File: src/rtl/clk_tick_if.sv
// Control/write bus and per-channel outputs of the clock-enable generator.
// The generator drives tick/sq/pend; the controller drives the rest.
interface clk_tick_if #(
  parameter int unsigned NCH = 2,
  parameter int unsigned CW  = 18
) ();
  localparam int unsigned SW = (NCH > 1) ? $clog2(NCH) : 1;

  logic           run;
  logic           restart;
  logic           div_we;
  logic [SW-1:0]  div_sel;
  logic [CW-1:0]  div_val;
  logic [NCH-1:0] tick;
  logic [NCH-1:0] sq;
  logic [NCH-1:0] pend;

  modport master (
    output run, restart, div_we, div_sel, div_val,
    input  tick, sq, pend
  );

  modport slave (
    input  run, restart, div_we, div_sel, div_val,
    output tick, sq, pend
  );
endinterface

File: src/rtl/clk_tick_gen.sv
// Multi-channel programmable clock-enable generator: per-channel one-cycle tick strobe and
// near-50% square wave, with shadowed divisors that only take effect at a period boundary.
module clk_tick_gen #(
  parameter int unsigned          NCH      = 2,
  parameter int unsigned          CW       = 18,
  parameter logic [NCH*CW-1:0]    DIV_INIT = {18'd131072, 18'd2}
) (
  input  logic     clk,
  input  logic     clr_n,
  clk_tick_if.slave bus
);
  localparam int unsigned SW = (NCH > 1) ? $clog2(NCH) : 1;

  logic [NCH-1:0] tick_v;
  logic [NCH-1:0] sq_v;
  logic [NCH-1:0] pend_v;

  for (genvar i = 0; i < NCH; i++) begin : g_ch
    localparam logic [CW-1:0] Init = DIV_INIT[i*CW +: CW];

    logic [CW-1:0] cnt_q, cnt_d;
    logic [CW-1:0] act_q, act_d;
    logic [CW-1:0] shd_q, shd_d;
    logic          pend_q, pend_d;
    logic          tick_q, tick_d;
    logic          sq_q, sq_d;
    logic          wr;

    // Out-of-range selects match no channel, so they are silently dropped.
    assign wr = bus.div_we && (bus.div_sel == SW'(i));

    always_comb begin
      cnt_d  = cnt_q;
      act_d  = act_q;
      shd_d  = shd_q;
      pend_d = pend_q;
      tick_d = 1'b0;
      sq_d   = sq_q;
      if (wr) begin
        shd_d  = bus.div_val;
        pend_d = 1'b1;
      end
      if (bus.restart || (act_q == '0)) begin
        // No period to protect: apply any pending divisor immediately.
        cnt_d = '0;
        sq_d  = 1'b0;
        if (pend_q) begin
          act_d = shd_q;
          if (!wr) pend_d = 1'b0;
        end
      end else if (bus.run) begin
        if (cnt_q == act_q - CW'(1)) begin
          cnt_d  = '0;
          tick_d = 1'b1;
          // A same-cycle write beats an older pending shadow value.
          if (wr) begin
            act_d  = bus.div_val;
            pend_d = 1'b0;
          end else if (pend_q) begin
            act_d  = shd_q;
            pend_d = 1'b0;
          end
        end else begin
          cnt_d = cnt_q + CW'(1);
        end
        sq_d = (cnt_d >= (act_d >> 1));
      end
    end

    always_ff @(posedge clk or negedge clr_n) begin
      if (!clr_n) begin
        cnt_q  <= '0;
        act_q  <= Init;
        shd_q  <= Init;
        pend_q <= 1'b0;
        tick_q <= 1'b0;
        sq_q   <= 1'b0;
      end else begin
        cnt_q  <= cnt_d;
        act_q  <= act_d;
        shd_q  <= shd_d;
        pend_q <= pend_d;
        tick_q <= tick_d;
        sq_q   <= sq_d;
      end
    end

    assign tick_v[i] = tick_q;
    assign sq_v[i]   = sq_q;
    assign pend_v[i] = pend_q;
  end

  assign bus.tick = tick_v;
  assign bus.sq   = sq_v;
  assign bus.pend = pend_v;
endmodule

File: src/flat_wrapper.sv
// flat-port wrapper written by rule: the top's interface ports become plain ports
module clk_tick_gen_flat 
#(
  parameter int unsigned          NCH      = 2,
  parameter int unsigned          CW       = 18,
  parameter logic [NCH*CW-1:0]    DIV_INIT = {18'd131072, 18'd2}
)
  (clk, clr_n, bus_run, bus_restart, bus_div_we, bus_div_sel, bus_div_val, bus_tick, bus_sq, bus_pend);
  clk_tick_if #(.NCH(NCH), .CW(CW)) bus_i ();
  input  logic clk;
  input  logic clr_n;
  input wire logic [$bits(bus_i.run)-1:0] bus_run;
  input wire logic [$bits(bus_i.restart)-1:0] bus_restart;
  input wire logic [$bits(bus_i.div_we)-1:0] bus_div_we;
  input wire logic [$bits(bus_i.div_sel)-1:0] bus_div_sel;
  input wire logic [$bits(bus_i.div_val)-1:0] bus_div_val;
  output wire logic [$bits(bus_i.tick)-1:0] bus_tick;
  output wire logic [$bits(bus_i.sq)-1:0] bus_sq;
  output wire logic [$bits(bus_i.pend)-1:0] bus_pend;
  assign bus_i.run = bus_run;
  assign bus_i.restart = bus_restart;
  assign bus_i.div_we = bus_div_we;
  assign bus_i.div_sel = bus_div_sel;
  assign bus_i.div_val = bus_div_val;
  assign bus_tick = bus_i.tick;
  assign bus_sq = bus_i.sq;
  assign bus_pend = bus_i.pend;
  clk_tick_gen #(.NCH(NCH), .CW(CW), .DIV_INIT(DIV_INIT)) u_core (.clk(clk), .clr_n(clr_n), .bus(bus_i));
endmodule
File: config.mk
export PLATFORM = sky130hd
export DESIGN_NAME = clk_tick_gen_flat
export DESIGN_NICKNAME = d
export VERILOG_FILES = /design/src/rtl/clk_tick_if.sv /design/src/rtl/clk_tick_gen.sv /design/src/flat_wrapper.sv
export SDC_FILE = /design/constraint.sdc
export NUM_CORES = 1
export LEC_CHECK = 0
export BUFFER_PORTS_ARGS = -buffer_cell sky130_fd_sc_hd__buf_2
export CAP_MARGIN = 20
export CORE_ASPECT_RATIO = 0.5
export CORE_MARGIN = 3
export CORE_UTILIZATION = 57
export CTS_CLUSTER_SIZE = 25
export DETAILED_ROUTE_END_ITERATION = 10
export HOLD_SLACK_MARGIN = 0.08
export PLACE_DENSITY_LB_ADDON = 0.12
export SYNTH_ARGS = -nofsm -noshare
export SYNTH_HDL_FRONTEND = slang
export SYNTH_SLANG_ARGS = --single-unit
File: constraint.sdc
create_clock -name clk -period 5 [get_ports clk]
set_clock_uncertainty 0.05 [all_clocks]
set_input_delay 1.25 -clock clk [delete_from_list [all_inputs] [get_ports clk]]
set_output_delay 1.25 -clock clk [all_outputs]
set_load 0.005 [all_outputs]
; After elaboration in Yosys (flattened, before gate mapping)
; Index checks and enable logic that the tools add are counted.
[word_totals]
ff_bits = 114
in_bits = 24
out_inout_bits = 6
word_cells = 85
[op_classes]
n_addsub = 4
n_lt_le_gt_ge = 2
n_eq_ne = 2
muxes = 50
n_bitwise = 1
reduce_logical = 12
[ops]
columns = operator, n
row1 = $mux W18, 24
row2 = $add A18 B1 Y18 const B, 2
row3 = $eq A18 B18 Y1, 2
row4 = $ge A18 B17 Y1, 2
row5 = $logic_not A18 Y1, 2
row6 = $sub A18 B1 Y18 const B, 2
row7 = $mux W1, 26
row8 = $reduce_bool A2 Y1, 4
row9 = $reduce_and A2 Y1, 2
row10 = $logic_and A1 B1 Y1, 2
row11 = $logic_or A1 B1 Y1, 2
row12 = $not A1 Y1, 1

; Logic depth before layout (Yosys ltp)
[logic_depth]
ltp_word = 9
depth_mapped = 22
ltp_nobuf = 19

; Least setup slack after synthesis
; No wires, ideal clock.
[synth_path]
path_kind = register to register
start = register u_core.g_ch[1].act_q[7]
end = register u_core.g_ch[1].sq_q
setup_ps = 137
arrival_time_ps = 4976
required_time_ps = 4813
slack_ps = -163
stages_incl_launch_ff = 20
n_path_buf = 3
period_less_slack_ps = 5163
path_cell_list = dfrtp_1 -> buf_6 -> or4_1 -> clkbuf_1 -> or3_1 -> o41a_1 -> or4b_4 -> a2111oi_4 -> o21ai_1 -> clkbuf_1 -> a22oi_1 -> ha_1 -> a21o_1 -> a21oi_1 -> o21ai_0 -> a221oi_1 -> o21ai_0 -> and3_1 -> o21ai_0 -> a31oi_1
[synth_via]
elab_chain_cells = 8
word_cells_on_any_way = 16
classes_between = add/sub (1) / order compare (1) / eq/ne (1) / mux (10) / reduce/logical (3)
[synth_rtl]
columns = element, line_no
row1 = from (decl), clk_tick_gen.sv:22  ; logic [CW-1:0] act_q, act_d;
row2 = from (signal assigned), clk_tick_gen.sv:73  ; act_q <= Init;
row3 = from (signal assigned), clk_tick_gen.sv:80  ; act_q <= act_d;
row4 = $sub A18 B1 Y18 / $mux W18 (equally long branches), --
row5 = $eq A18 B18 Y1 / $mux W18 (equally long branches), "clk_tick_gen.sv:52, clk_tick_gen.sv:56"
row6 = $mux W18, clk_tick_gen.sv:52  ; if (cnt_q == act_q - CW'(1)) begin
row7 = $mux W18, clk_tick_gen.sv:51  ; end else if (bus.run) begin
row8 = $mux W18, clk_tick_gen.sv:43  ; if (bus.restart || (act_q == '0)) begin
row9 = $ge A18 B17 Y1, clk_tick_gen.sv:66  ; sq_d = (cnt_d >= (act_d >> 1));
row10 = $mux W1, clk_tick_gen.sv:51
row11 = $mux W1, clk_tick_gen.sv:43
row12 = to (signal assigned), clk_tick_gen.sv:84  ; sq_q <= sq_d;
row13 = to (decl), clk_tick_gen.sv:26  ; logic sq_q, sq_d;
; Several ways; a longest one is shown, not always the timed one. The select of a mux whose other input is x is not followed.
; A chain may end at the register's enable or synchronous reset.

; Final worst setup path
; Same ends and word-level chain as after synthesis.

==> results.yml <==
sta:
  setup_viol: 0
  setup_tns_ns: 0
  fin_crit_ns: 4.81
  max_freq_ghz: 0.208
  worst_pin_slew_ns: 0.847
  slew_headroom_pct: 43.0
  finalHoldViolations: 0
  slew_viol_final: 0
  period_share_pct: 96.2
  holdWs_ns: 0.424
worst_setup_path:
  cpPeakStageDelay_ns: 0.58
  cp-start-kind: "flop"
  cp_top_family: "compound AO/OA/AOI/OAI gates"
  slowest_stage: "or4_1"
  arrival_ns: 5.04
  critPathBufInv: 0
  endpoint_kind: "flop"
  startpoint: "u_core.g_ch[1].act_q[7]"
  path_class: "reg2reg"
  crit_path_cell_trace: "or4_1, or3_1, o41a_1, or4b_4, a2111oi_4, o21ai_2, a22o_1, ha_1, nand2b_1, a211oi_2, o21ai_1, a221oi_2, o21ai_1, and3_1, o21ai_1, a31oi_1"
  cp_max_fo: 4
  r2r-start: "u_core.g_ch[1].act_q[7]"
  required_ns: 5.23
  crit_top_cell: "o21ai_1"
grt:
  grt_antenna_before_repair: 0
  grt_pass1_vias: 7060
  grt_max_degree: 63
  grt_pass1_wl_um: 37400
  grt-ovfl-total: 0
  grt_use_total_pct: 28.4
clocking:
  cts-root-buf: "clkbuf_16"
  cts_sinks: 114
  cts.clk_slew.worst_paths_ns: 0.06
  htree_levels: 4
  cts_tree: "yes"
  cts_made_buffers: 17
  cts_max_path_buffers: 2
  clk_latency_ns: 0.42
  holdBufCountCts: 0
power:
  p_int_mw: 2.07
  p_clk_share_pct: 36.8
  seqPwrFrac_pct: 38.0
  power_frac_comb_pct: 25.2
  ir_drop_uv: 201
  power.switching_mw: 1.07
  p_sw_share_pct: 34.2
  power_density_mw_per_mm2: 329
  p_leak_nw: 4.23
placement:
  gp_congestion: 0.866
  port_buffers: 29
  placed_area_mm2: 0.00892
  post-place-cells: 1180
  dp_hpwl_um: 16300
drt:
  vias_per_cell: 6.29
  num_vias: 7665
  routed_wl_um: 22900
  drc: 0
  avgRoutedWirePerCell_um: 18.8
  first_pass_iters: 5
  ant_nets: 0
  drt_iter0_drc: 745
logic_synthesis:
  yosysUniqueCellTypes: 67
  synthArstFlopShare_pct: 100
  syn_area_per_cell_um2: 8.51
  yosysTopAreaCell: "dfrtp_1"
  synth_seq_area_share_pct: 33.4
  ys_ff_latch: 114
  syn_inst: 1006
  synth_top_area_share_pct: 32.2
  synth-main-ff-cell: "dfrtp_1"
  yosys-top-cells-area: "dfrtp_1 32%, xnor2_1 5.9%, ha_1 5.6%, nand2_1 4.8%, nor2_1 3.9%"
  syn-num-nets: 1068
  synth.cell_area_mm2: 0.00856
  synth_warnings: 0
  synth-edff-count: 0
worst_hold_path:
  hp-start: "u_core.g_ch[0].shd_q[1]"
  min_path_type: "reg2reg"
finish:
  regArea_mm2: 0.00286
  nFillCells: 1166
  final_cell_area_mm2: 0.00956
  syn_to_final_growth_pct: 11.7
  fin_nets: 1075
  fin_cells: 1218
  multiInputGateArea_mm2: 0.00533
  drive_gt1_share_pct: 15.3
  antennaDiodeCount: 0
  final_common_cell: "nand2_1"
  mostFrequentLayoutCells: "109 x nand2_1, 108 x dfrtp_1, 89 x nor2_1"
floorplan:
  core_mm2: 0.0141
  die-area_mm2: 0.0166
  initial_core_util_pct: 60.7
  fp-row-count: 30
  die_y_um: 92.7
  fp.dieW_um: 179
  ioPinCount: 30
outcome:
  status: "finished clean"
job:
  cap_viol_max_count: 0
-- power by group through the flow --
stage / sequential (mW) / clock (mW) / combinational (mW)
after floorplan: 1.13 / 0 / 0.595
after global placement: 1.20 / 0 / 0.751
after detailed placement: 1.20 / 0 / 0.762
after CTS: 1.19 / 1.17 / 0.768
after global routing: 1.21 / 1.22 / 0.876
final: 1.20 / 1.16 / 0.793
-- tightest hold or removal path, delay by kind of cell (launching register included) --
family        cells  cell delay (ns)
flops             1             0.38
simple gates      2             0.10
-- area by class of cell --
cell class / count / area share [%]
Multi-Input combinational cell: 789 / 55.7
Sequential cell: 114 / 29.9
Timing Repair Buffer: 78 / 5.56
Clock buffer: 19 / 4.74
Tap cell: 192 / 2.51
Clock inverter: 13 / 1.03
Inverter: 13 / 0.510
-- timing repair --
item / in CTS / in global routing
setup buffers: 0 / 5
endpoints found under the setup margin: 0 / 2
gates resized for setup: 0 / 13
-- stage by stage --
step	utilization, %	power (mW)	setup WS [ns]
final	67.7	3.15	0.190
after global routing	67.7	3.30	-0.00102
after CTS	67.1	3.13	0.110
after detailed placement	63.2	1.97	0.117
after global placement	63.2	1.95	0.167
after floorplan	-	1.72	0.00643
-- registers in the layout, summed over array words and instances (netlist names) --
signal,count
u_core.g_ch.act_q,36
u_core.g_ch.sq_q,2
u_core.g_ch.tick_q,2
u_core.g_ch.shd_q,36
u_core.g_ch.pend_q,2
u_core.g_ch.cnt_q,36
-- final timing paths --
kind	cells after the start	slack, ns	to
setup / recovery	16	0.19	u_core.g_ch[1].sq_q
hold / removal	2	0.42	u_core.g_ch[0].shd_q[1]
setup reg to reg	16	0.19	u_core.g_ch[1].sq_q
hold reg to reg	2	0.42	u_core.g_ch[0].shd_q[1]
max in group asynchronous	2	3.20	u_core.g_ch[0].act_q[1]
min in group asynchronous	1	0.86	u_core.g_ch[1].cnt_q[13]
-- synthesized netlist by cell type (13+ instances only) --
library cell,count
o21ai_0,65
nand2_1,109
nor3_1,25
nand3b_1,26
a31oi_1,23
o31a_1,20
a221o_1,16
nor2_1,89
a22o_1,19
inv_1,13
xor2_1,33
nor4_1,14
a22oi_1,17
clkbuf_1,70
and3_1,39
xnor2_1,58
a21oi_1,22
ha_1,38
nand3_1,20
mux2_2,20
dfrtp_1,110
-- routing by layer --
layer | wire length [um] | track usage, %
met5 | 0 | 0
met4 | 248 | 6.43
met3 | 1330 | 5.36
met2 | 10100 | 42.7
met1 | 11200 | 42.3
-- cell families after synthesis --
family / Yosys count / share of synthesized area, %
XOR/XNOR: 91 / 9.31
buffers and inverters: 103 / 4.98
multiplexers: 27 / 3.45
adder cells (fa/ha/maj): 38 / 5.55
AND/OR/NAND/NOR: 393 / 23.4
flip-flops: 114 / 33.4
AO/OA/AOI/OAI: 240 / 19.9
No activity file was read; power rests on OpenSTA's default activity.
